===== config.mk =====
export PLATFORM = sky130hd
export DESIGN_NAME = oq_buffer_trader_flat
export DESIGN_NICKNAME = d
export VERILOG_FILES = /design/src/rtl/oq_buffer_trader_pkg.sv /design/src/rtl/oq_buffer_trader_if.sv /design/src/rtl/oq_level_eval.sv /design/src/rtl/oq_buffer_trader.sv /design/src/flat_wrapper.sv
export SDC_FILE = /design/constraint.sdc
export NUM_CORES = 2
export LEC_CHECK = 0
export CAP_MARGIN = 10
export CORE_AREA = 2 2 309 311
export CTS_CLUSTER_DIAMETER = 120
export DETAILED_ROUTE_END_ITERATION = 10
export DIE_AREA = 0 0 311 313
export PLACE_DENSITY = 0.66
export SLEW_MARGIN = 10
export SYNTH_ARGS = -nofsm -noshare
export SYNTH_HDL_FRONTEND = slang
export SYNTH_HIERARCHICAL = 1
export SYNTH_SLANG_ARGS = --single-unit

===== constraint.sdc =====
create_clock -name clk -period 7.7 [get_ports clk]
set_input_delay 1.54 -clock clk [delete_from_list [all_inputs] [get_ports clk]]
set_output_delay 1.54 -clock clk [all_outputs]
set_load 0.005 [all_outputs]

===== src/rtl/oq_buffer_trader_pkg.sv =====
// Shared types, width helpers and error-flag indices for the output-queue buffer trader.
package oq_buffer_trader_pkg;

    localparam int unsigned LevelWidth = 3;

    localparam int unsigned ErrUnderflow = 0;
    localparam int unsigned ErrOverflow  = 1;
    localparam int unsigned ErrTimeout   = 2;

    typedef enum logic [1:0] {
        StScan,
        StEval,
        StReq
    } state_e;

    // Ceiling log2, minimum 1 so single-entry selects keep a legal width.
    function automatic int unsigned log2(input int unsigned n);
        int unsigned r;
        r = 1;
        for (int i = 1; i < 32; i++) begin
            if ((64'd1 << i) < 64'(n)) r = i + 1;
        end
        return r;
    endfunction

    function automatic int unsigned max_words_width(input int unsigned sram_addr_width);
        return sram_addr_width;
    endfunction

    function automatic int unsigned max_num_pkts_width(input int unsigned sram_addr_width);
        return sram_addr_width - 3;
    endfunction

endpackage


===== src/rtl/oq_buffer_trader_if.sv =====
// Allocation-update handshake towards the register block plus level-change event strobe.
interface oq_buffer_trader_if
    import oq_buffer_trader_pkg::*;
#(
    parameter int unsigned NUM_OUTPUT_QUEUES = 8,
    parameter int unsigned SRAM_ADDR_WIDTH   = 19
);
    localparam int unsigned OqWidth    = log2(NUM_OUTPUT_QUEUES);
    localparam int unsigned WordsWidth = max_words_width(SRAM_ADDR_WIDTH);

    logic                  upd_valid;
    logic [OqWidth-1:0]    upd_oq;
    logic [WordsWidth-1:0] upd_value;
    logic                  upd_ack;
    logic                  evt_valid;
    logic [OqWidth-1:0]    evt_oq;
    logic [LevelWidth-1:0] evt_level;

    modport master (
        output upd_valid, upd_oq, upd_value, evt_valid, evt_oq, evt_level,
        input  upd_ack
    );

    modport slave (
        input  upd_valid, upd_oq, upd_value, evt_valid, evt_oq, evt_level,
        output upd_ack
    );

endinterface


===== src/rtl/oq_level_eval.sv =====
// Threshold priority encoder with hysteresis on downward level moves.
module oq_level_eval
    import oq_buffer_trader_pkg::*;
#(
    parameter int unsigned NUM_LEVELS  = 6,
    parameter int unsigned WORDS_WIDTH = 19
) (
    input  logic [WORDS_WIDTH-1:0]                occ,
    input  logic [LevelWidth-1:0]                 cur,
    input  logic [(NUM_LEVELS-1)*WORDS_WIDTH-1:0] thresh,
    input  logic [WORDS_WIDTH-1:0]                hyst,
    output logic [LevelWidth-1:0]                 new_level
);

    logic [LevelWidth-1:0]  raw;
    logic [WORDS_WIDTH-1:0] th_below;
    logic [WORDS_WIDTH:0]   occ_hyst;

    always_comb begin
        raw = '0;
        for (int k = 0; k < NUM_LEVELS - 1; k++) begin
            if (occ > thresh[k*WORDS_WIDTH +: WORDS_WIDTH]) raw = raw + LevelWidth'(1);
        end

        // Threshold directly below the current level, the one we must clear by hyst.
        th_below = '0;
        for (int k = 0; k < NUM_LEVELS - 1; k++) begin
            if (LevelWidth'(k + 1) == cur) th_below = thresh[k*WORDS_WIDTH +: WORDS_WIDTH];
        end

        occ_hyst  = {1'b0, occ} + {1'b0, hyst};
        new_level = cur;
        if (raw > cur) begin
            new_level = raw;
        end else if (raw < cur && occ_hyst <= {1'b0, th_below}) begin
            new_level = raw;
        end
    end

endmodule


===== src/rtl/oq_buffer_trader.sv =====
// Per-queue occupancy counters and a round-robin scanner that re-sizes queue buffers
// through a valid/ack update and reports each level change as an event.
module oq_buffer_trader
    import oq_buffer_trader_pkg::*;
#(
    parameter int unsigned NUM_OUTPUT_QUEUES = 8,
    parameter int unsigned NUM_LEVELS        = 6,
    parameter int unsigned PKT_WORDS_WIDTH   = 8,
    parameter int unsigned SRAM_ADDR_WIDTH   = 19,
    parameter int unsigned ACK_TIMEOUT       = 1024,
    localparam int unsigned OqWidth          = log2(NUM_OUTPUT_QUEUES),
    localparam int unsigned MAX_WORDS_WIDTH  = max_words_width(SRAM_ADDR_WIDTH),
    localparam int unsigned MAX_NUM_PKTS_WIDTH = max_num_pkts_width(SRAM_ADDR_WIDTH)
) (
    input  logic                                    clk,
    input  logic                                    reset,
    input  logic                                    pkt_stored,
    input  logic [PKT_WORDS_WIDTH-1:0]              stored_words,
    input  logic [OqWidth-1:0]                      dst_oq,
    input  logic                                    pkt_removed,
    input  logic [PKT_WORDS_WIDTH-1:0]              removed_words,
    input  logic [OqWidth-1:0]                      removed_oq,
    input  logic                                    enable,
    input  logic [MAX_WORDS_WIDTH-1:0]              hyst_words,
    input  logic [(NUM_LEVELS-1)*MAX_WORDS_WIDTH-1:0] lvl_thresh,
    input  logic [NUM_LEVELS*MAX_WORDS_WIDTH-1:0]   lvl_alloc,
    output logic [64*NUM_OUTPUT_QUEUES-1:0]         oq_abs_regs,
    oq_buffer_trader_if.master                      upd_bus,
    output logic [2:0]                              err_flags
);

    localparam int unsigned Mw        = MAX_WORDS_WIDTH;
    localparam int unsigned Mp        = MAX_NUM_PKTS_WIDTH;
    localparam int unsigned WaitWidth = $clog2(ACK_TIMEOUT) + 1;

    logic [Mw-1:0] num_words_q [NUM_OUTPUT_QUEUES];
    logic [Mw-1:0] num_words_d [NUM_OUTPUT_QUEUES];
    logic [Mp-1:0] num_pkts_q  [NUM_OUTPUT_QUEUES];
    logic [Mp-1:0] num_pkts_d  [NUM_OUTPUT_QUEUES];
    logic [NUM_OUTPUT_QUEUES-1:0] uflow, oflow;
    logic          store_hit, rem_hit;
    logic [Mw:0]   add_words, sub_words, sum_words;

    logic [2:0] err_q;
    logic       timeout_set;

    always_comb begin
        uflow     = '0;
        oflow     = '0;
        store_hit = 1'b0;
        rem_hit   = 1'b0;
        add_words = '0;
        sub_words = '0;
        sum_words = '0;
        for (int q = 0; q < NUM_OUTPUT_QUEUES; q++) begin
            num_words_d[q] = num_words_q[q];
            num_pkts_d[q]  = num_pkts_q[q];
            store_hit      = pkt_stored && (dst_oq == OqWidth'(q));
            rem_hit        = pkt_removed && (removed_oq == OqWidth'(q));
            add_words      = store_hit ? (Mw+1)'(stored_words) : '0;
            sub_words      = rem_hit ? (Mw+1)'(removed_words) : '0;
            sum_words      = {1'b0, num_words_q[q]} + add_words;
            if (sum_words < sub_words) begin
                num_words_d[q] = '0;
                uflow[q]       = 1'b1;
            end else if ((sum_words - sub_words) > {1'b0, {Mw{1'b1}}}) begin
                num_words_d[q] = '1;
                oflow[q]       = 1'b1;
            end else begin
                num_words_d[q] = Mw'(sum_words - sub_words);
            end
            // A store and a removal on the same queue leave the packet count alone.
            if (store_hit && !rem_hit) begin
                if (&num_pkts_q[q]) oflow[q] = 1'b1;
                else                num_pkts_d[q] = num_pkts_q[q] + Mp'(1);
            end else if (rem_hit && !store_hit) begin
                if (num_pkts_q[q] == '0) uflow[q] = 1'b1;
                else                     num_pkts_d[q] = num_pkts_q[q] - Mp'(1);
            end
        end
    end

    always_ff @(posedge clk) begin
        if (reset) begin
            for (int q = 0; q < NUM_OUTPUT_QUEUES; q++) begin
                num_words_q[q] <= '0;
                num_pkts_q[q]  <= '0;
            end
            err_q <= '0;
        end else begin
            for (int q = 0; q < NUM_OUTPUT_QUEUES; q++) begin
                num_words_q[q] <= num_words_d[q];
                num_pkts_q[q]  <= num_pkts_d[q];
            end
            err_q[ErrUnderflow] <= err_q[ErrUnderflow] | (|uflow);
            err_q[ErrOverflow]  <= err_q[ErrOverflow] | (|oflow);
            err_q[ErrTimeout]   <= err_q[ErrTimeout] | timeout_set;
        end
    end

    always_comb begin
        oq_abs_regs = '0;
        for (int q = 0; q < NUM_OUTPUT_QUEUES; q++) begin
            oq_abs_regs[64*q +: 64] = {32'(num_pkts_q[q]), 32'(num_words_q[q])};
        end
    end

    assign err_flags = err_q;

    // Scanner / update FSM.
    state_e                 state_q, state_d;
    logic [OqWidth-1:0]     scan_ptr_q, scan_ptr_d;
    logic [OqWidth-1:0]     ptr_q, ptr_d;
    logic [Mw-1:0]          occ_q, occ_d;
    logic [OqWidth-1:0]     upd_oq_q, upd_oq_d;
    logic [Mw-1:0]          upd_value_q, upd_value_d;
    logic [LevelWidth-1:0]  lvl_n_q, lvl_n_d;
    logic [WaitWidth-1:0]   wait_q, wait_d;
    logic                   evt_valid_q, evt_valid_d;
    logic [OqWidth-1:0]     evt_oq_q, evt_oq_d;
    logic [LevelWidth-1:0]  evt_level_q, evt_level_d;
    logic [LevelWidth-1:0]  cur_level_q [NUM_OUTPUT_QUEUES];
    logic                   cur_wr;
    logic [LevelWidth-1:0]  new_level;
    logic [Mw-1:0]          alloc_sel;

    oq_level_eval #(
        .NUM_LEVELS  (NUM_LEVELS),
        .WORDS_WIDTH (Mw)
    ) u_level_eval (
        .occ       (occ_q),
        .cur       (cur_level_q[ptr_q]),
        .thresh    (lvl_thresh),
        .hyst      (hyst_words),
        .new_level (new_level)
    );

    always_comb begin
        alloc_sel = '0;
        for (int k = 0; k < NUM_LEVELS; k++) begin
            if (new_level == LevelWidth'(k)) alloc_sel = lvl_alloc[k*Mw +: Mw];
        end
    end

    always_comb begin
        state_d     = state_q;
        scan_ptr_d  = scan_ptr_q;
        ptr_d       = ptr_q;
        occ_d       = occ_q;
        upd_oq_d    = upd_oq_q;
        upd_value_d = upd_value_q;
        lvl_n_d     = lvl_n_q;
        wait_d      = wait_q;
        evt_valid_d = 1'b0;
        evt_oq_d    = evt_oq_q;
        evt_level_d = evt_level_q;
        cur_wr      = 1'b0;
        timeout_set = 1'b0;
        unique case (state_q)
            StScan: begin
                if (enable) begin
                    occ_d   = num_words_q[scan_ptr_q];
                    ptr_d   = scan_ptr_q;
                    state_d = StEval;
                end
            end
            StEval: begin
                if (new_level == cur_level_q[ptr_q]) begin
                    scan_ptr_d = scan_ptr_q + OqWidth'(1);
                    state_d    = StScan;
                end else begin
                    upd_oq_d    = ptr_q;
                    upd_value_d = alloc_sel;
                    lvl_n_d     = new_level;
                    wait_d      = '0;
                    state_d     = StReq;
                end
            end
            StReq: begin
                if (upd_bus.upd_ack) begin
                    cur_wr      = 1'b1;
                    evt_valid_d = 1'b1;
                    evt_oq_d    = upd_oq_q;
                    evt_level_d = lvl_n_q;
                    scan_ptr_d  = scan_ptr_q + OqWidth'(1);
                    state_d     = StScan;
                end else if (wait_q == WaitWidth'(ACK_TIMEOUT - 1)) begin
                    // Abandon; the unchanged cur_level makes the next scan retry it.
                    timeout_set = 1'b1;
                    scan_ptr_d  = scan_ptr_q + OqWidth'(1);
                    state_d     = StScan;
                end else begin
                    wait_d = wait_q + WaitWidth'(1);
                end
            end
            default: state_d = StScan;
        endcase
    end

    always_ff @(posedge clk) begin
        if (reset) begin
            state_q     <= StScan;
            scan_ptr_q  <= '0;
            ptr_q       <= '0;
            occ_q       <= '0;
            upd_oq_q    <= '0;
            upd_value_q <= '0;
            lvl_n_q     <= '0;
            wait_q      <= '0;
            evt_valid_q <= 1'b0;
            evt_oq_q    <= '0;
            evt_level_q <= '0;
            for (int q = 0; q < NUM_OUTPUT_QUEUES; q++) cur_level_q[q] <= '0;
        end else begin
            state_q     <= state_d;
            scan_ptr_q  <= scan_ptr_d;
            ptr_q       <= ptr_d;
            occ_q       <= occ_d;
            upd_oq_q    <= upd_oq_d;
            upd_value_q <= upd_value_d;
            lvl_n_q     <= lvl_n_d;
            wait_q      <= wait_d;
            evt_valid_q <= evt_valid_d;
            evt_oq_q    <= evt_oq_d;
            evt_level_q <= evt_level_d;
            if (cur_wr) cur_level_q[ptr_q] <= lvl_n_q;
        end
    end

    assign upd_bus.upd_valid = (state_q == StReq);
    assign upd_bus.upd_oq    = upd_oq_q;
    assign upd_bus.upd_value = upd_value_q;
    assign upd_bus.evt_valid = evt_valid_q;
    assign upd_bus.evt_oq    = evt_oq_q;
    assign upd_bus.evt_level = evt_level_q;

endmodule


===== src/flat_wrapper.sv =====
// flat-port wrapper written by rule: the top's interface ports become plain ports
module oq_buffer_trader_flat import oq_buffer_trader_pkg::*;
#(
    parameter int unsigned NUM_OUTPUT_QUEUES = 8,
    parameter int unsigned NUM_LEVELS        = 6,
    parameter int unsigned PKT_WORDS_WIDTH   = 8,
    parameter int unsigned SRAM_ADDR_WIDTH   = 19,
    parameter int unsigned ACK_TIMEOUT       = 1024,
    localparam int unsigned OqWidth          = log2(NUM_OUTPUT_QUEUES),
    localparam int unsigned MAX_WORDS_WIDTH  = max_words_width(SRAM_ADDR_WIDTH),
    localparam int unsigned MAX_NUM_PKTS_WIDTH = max_num_pkts_width(SRAM_ADDR_WIDTH)
)
  (clk, reset, pkt_stored, stored_words, dst_oq, pkt_removed, removed_words, removed_oq, enable, hyst_words, lvl_thresh, lvl_alloc, oq_abs_regs, err_flags, upd_bus_upd_valid, upd_bus_upd_oq, upd_bus_upd_value, upd_bus_evt_valid, upd_bus_evt_oq, upd_bus_evt_level, upd_bus_upd_ack);
  oq_buffer_trader_if #(.NUM_OUTPUT_QUEUES(NUM_OUTPUT_QUEUES), .SRAM_ADDR_WIDTH(SRAM_ADDR_WIDTH)) upd_bus_i ();
  input  logic clk;
  input  logic reset;
  input  logic pkt_stored;
  input  logic [PKT_WORDS_WIDTH-1:0] stored_words;
  input  logic [OqWidth-1:0] dst_oq;
  input  logic pkt_removed;
  input  logic [PKT_WORDS_WIDTH-1:0] removed_words;
  input  logic [OqWidth-1:0] removed_oq;
  input  logic enable;
  input  logic [MAX_WORDS_WIDTH-1:0] hyst_words;
  input  logic [(NUM_LEVELS-1)*MAX_WORDS_WIDTH-1:0] lvl_thresh;
  input  logic [NUM_LEVELS*MAX_WORDS_WIDTH-1:0] lvl_alloc;
  output logic [64*NUM_OUTPUT_QUEUES-1:0] oq_abs_regs;
  output logic [2:0] err_flags;
  output wire logic [$bits(upd_bus_i.upd_valid)-1:0] upd_bus_upd_valid;
  output wire logic [$bits(upd_bus_i.upd_oq)-1:0] upd_bus_upd_oq;
  output wire logic [$bits(upd_bus_i.upd_value)-1:0] upd_bus_upd_value;
  output wire logic [$bits(upd_bus_i.evt_valid)-1:0] upd_bus_evt_valid;
  output wire logic [$bits(upd_bus_i.evt_oq)-1:0] upd_bus_evt_oq;
  output wire logic [$bits(upd_bus_i.evt_level)-1:0] upd_bus_evt_level;
  input wire logic [$bits(upd_bus_i.upd_ack)-1:0] upd_bus_upd_ack;
  assign upd_bus_upd_valid = upd_bus_i.upd_valid;
  assign upd_bus_upd_oq = upd_bus_i.upd_oq;
  assign upd_bus_upd_value = upd_bus_i.upd_value;
  assign upd_bus_evt_valid = upd_bus_i.evt_valid;
  assign upd_bus_evt_oq = upd_bus_i.evt_oq;
  assign upd_bus_evt_level = upd_bus_i.evt_level;
  assign upd_bus_i.upd_ack = upd_bus_upd_ack;
  oq_buffer_trader #(.NUM_OUTPUT_QUEUES(NUM_OUTPUT_QUEUES), .NUM_LEVELS(NUM_LEVELS), .PKT_WORDS_WIDTH(PKT_WORDS_WIDTH), .SRAM_ADDR_WIDTH(SRAM_ADDR_WIDTH), .ACK_TIMEOUT(ACK_TIMEOUT)) u_core (.clk(clk), .reset(reset), .pkt_stored(pkt_stored), .stored_words(stored_words), .dst_oq(dst_oq), .pkt_removed(pkt_removed), .removed_words(removed_words), .removed_oq(removed_oq), .enable(enable), .hyst_words(hyst_words), .lvl_thresh(lvl_thresh), .lvl_alloc(lvl_alloc), .oq_abs_regs(oq_abs_regs), .upd_bus(upd_bus_i), .err_flags(err_flags));
endmodule

==> flow_summary.json <==
{
  "vias": 36082,
  "tightest_slew_ns": 1.038,
  "synth_area_leader_cell": "dfxtp_1",
  "synth_fa_ha_area_frac": 0.1460,
  "grt-busiest-layer": "met2",
  "cp.arrival_ns": 8.04,
  "hp-class": "flop to flop",
  "final.setup.worst_slack_ns": 0.1666,
  "final_hold_viol_count": 0,
  "antenna_found_initial": 5,
  "drt-total-wl_um": 136700,
  "grt_max_degree": 84,
  "clk_pin_slew_worst_paths_ns": 0.06,
  "synthFlopType": "dfxtp_1",
  "p_int_mw": 8.913,
  "cellPowerDensity_nw_per_um2": 350.7,
  "io_pins": 801,
  "synth_compound_area_frac": 0.1833,
  "drt-initial-drc-count": 2903,
  "pre_cts_slack_ns": -0.6917,
  "areaGrowthSynthToFinish_pct": 22.33,
  "startpoint_type": "input pin",
  "placed_cell_area_um2": 44080,
  "dp_cells": 6378,
  "dieArea_um2": 97340,
  "finalCritPeriodShare": 0.9784,
  "yosys.area.top_type_share": 0.1899,
  "cts_buffer_depth": 3,
  "reg2regPathDepth": 31,
  "hpwl_um": 108700,
  "r2r_start": "u_core/occ_q[1]",
  "htreeDepth": 2,
  "synth.avg_cell_area_um2": 8.132,
  "drc_errors": 0,
  "grt_pass1_vias": 33386,
  "num_rows": 113,
  "overflow": 0,
  "synthMostInstantiatedCell": "nor2_1",
  "p_leak_nw": 19.07,
  "core-area_um2": 94160,
  "yosysSeqAreaShare": 0.2091,
  "cts_sinks": 380,
  "start_util": 0.3985,
  "worstSetupPathType": "input pin to flop",
  "mappedNetlistArea_um2": 37530,
  "end_kind": "flop",
  "met1_usage": 0.3491,
  "synth-simple-area-share": 0.1966,
  "cp_slowest_cell": "clkdlybuf4s50_1",
  "seqCellArea_um2": 7850,
  "synthArstFlopShare": 0,
  "synth_warnings": 6,
  "ys_seq_elements": 380,
  "holdWs_ns": 0.4543,
  "swShare": 0.4463,
  "synth.cells.most_frequent": "nor2_1, a21oi_1, ha_1, dfxtp_1, xnor2_1",
  "drv_cap": 0,
  "switching_power_mw": 7.185,
  "multi_input_area_um2": 27360,
  "yosysUniqueCellTypes": 109,
  "cts_root_buffer": "clkbuf_16",
  "design_area_um2": 45910,
  "critPathTopFamily": "compound AO/OA/AOI/OAI gates",
  "cts_tree": "yes",
  "power_frac_clock": 0.154,
  "min_period_ns": 7.533,
  "cts_buffers": 49,
  "max_freq_ghz": 0.1327,
  "setup_tns_ns": 0,
  "worstPathMaxFanout": 6,
  "outcome": "completed",
  "setup_viol": 0,
  "netlist_instances": 4615,
  "die_w_um": 311,
  "met2_usage": 0.4371,
  "grt_pass1_wl_um": 202200,
  "comb_power_share": 0.624,
  "synthTopCellsByArea": "dfxtp_1, ha_1, xnor2_1",
  "total_power_mw": 16.10,
  "grt.met3_usage": 0.04076,
  "synth_edf_count": 24,
  "seqPwrFrac": 0.222,
  "gp_congestion": 0.9874,
  "wl_per_cell_um": 21.13,
  "fillers": 9112,
  "clk_latency_ns": 0.63,
  "crit_start": "lvl_thresh[1]",
  "slew_headroom": 0.3018,
  "endpoint": "u_core/wait_q[9]",
  "num-nets-final": 5846,
  "grtUsageTotal": 0.2656,
  "ant_nets": 0,
  "drv_slew": 0,
  "synth-xor-area-share": 0.08605,
  "skew_ns": 0.05441,
  "path_depth": 33,
  "drt_first_pass_iters": 6,
  "synthMuxAreaShare": 0.09005,
  "cp_slowest_stage_delay_ns": 0.47,
  "diodes": 0,
  "ir_drop_mv": 0.2074,
  "final_core_util": 0.4875,
  "port_buffers": 568,
  "worstReg2RegEnd": "u_core/wait_q[9]",
  "stdcell_count": 6471,
  "synth_top_family_by_area": "simple AND/OR/NAND/NOR gates",
  "viasPerCell": 5.576,
  "worstPathRequired_ns": 8.21,
  "die_y_um": 313,
  "reg2reg_slack_ns": 0.80,
  "crit_buf_inv": 3,
  "drive_gt1_frac": 0.07491
}
flip-flops by register name, indices dropped and copies added, names as in the netlist, 11 cells and up, named ones only:
signal                    count
u_core/cur_level_q           24
u_core/num_pkts_q           128
u_core/num_words_q          152
u_core/occ_q                 19
u_core/upd_bus.upd_value     19
u_core/wait_q                11
final cells by class:
class	count	area share
clock inverter	23	0.006541
timing repair buffer	665	0.1409
clock buffer	67	0.03083
sequential	380	0.1710
tap	1265	0.03448
multi-input combinational	3822	0.5959
inverter	249	0.02036
per-layer routing:
metal | share of wire | vias to the layer above
met5 | 0.00018 | -
met1 | 0.43 | 17195
met3 | 0.071 | 215
met4 | 0.043 | 4
li1 | - | 17270
met2 | 0.46 | 1398
worst min-delay path, cell delays in order (launching register included):
cell and delay (ns):
dfxtp_1 0.31, nand2_1 0.05, a21oi_1 0.05
power groups by stage:
stage / combinational [mW] / sequential [mW] / clock (mW)
2_1_floorplan: 7.04 / 3.12 / 0
3_3_place_gp: 9.74 / 3.57 / 0
3_5_place_dp: 9.85 / 3.57 / 0
4_1_cts: 9.94 / 3.54 / 2.55
5_1_grt: 11.0 / 3.64 / 2.62
6_report: 10.0 / 3.57 / 2.48
layout by cell type (no fill, tap or decap), types with 63 or more instances in the layout:
master | synthesis | routed
nand3_1 | 119 | 119
a21oi_1 | 406 | 404
a211oi_1 | 68 | 68
nand2_1 | 251 | 251
mux2i_1 | 158 | 156
and2_1 | 117 | 117
a21o_1 | 75 | 75
ha_1 | 398 | 394
inv_1 | 249 | 246
mux4_2 | 63 | 63
clkdlybuf4s50_1 | 0 | 566
o21ai_0 | 132 | 128
nor2_1 | 468 | 467
dfxtp_1 | 356 | 354
nor3_1 | 101 | 96
xor2_1 | 110 | 110
nand4_1 | 75 | 75
conb_1 | 1 | 232
xnor2_1 | 255 | 255
buf_4 | 234 | 93
worst min-delay path by stage:
stage,slack (ns),depth (start not counted),to,from
floorplan,0.45,2,u_core/wait_q[1],u_core/wait_q[1]
global route,0.48,2,u_core/upd_bus.evt_level[0],u_core/upd_bus.evt_level[0]
global placement,0.44,2,u_core/upd_bus.evt_oq[0],u_core/upd_bus.evt_oq[0]
detailed placement,0.45,2,u_core/upd_bus.evt_level[1],u_core/upd_bus.evt_level[1]
finish,0.45,2,u_core/upd_bus.evt_level[1],u_core/upd_bus.evt_level[1]
CTS,0.46,2,u_core/upd_bus.evt_level[1],u_core/upd_bus.evt_level[1]
cell families after synthesis:
kind of cell               Yosys count
AOI/OAI and AO/OA                 1060
xor gates and xnor gates           367
DFF                                380
adders and majority gates          423
other                                1
buffers and inverters              644
muxes                              254
and+or+nand+nor                   1486
what timing repair did:
item	CTS	global route
setup endpoints to repair	9	36
buffers inserted	0	3
pin swaps	1	15
gates resized for setup	1	22
hold buffers	0	0
Note: power is estimated with default switching activity, not from simulation.
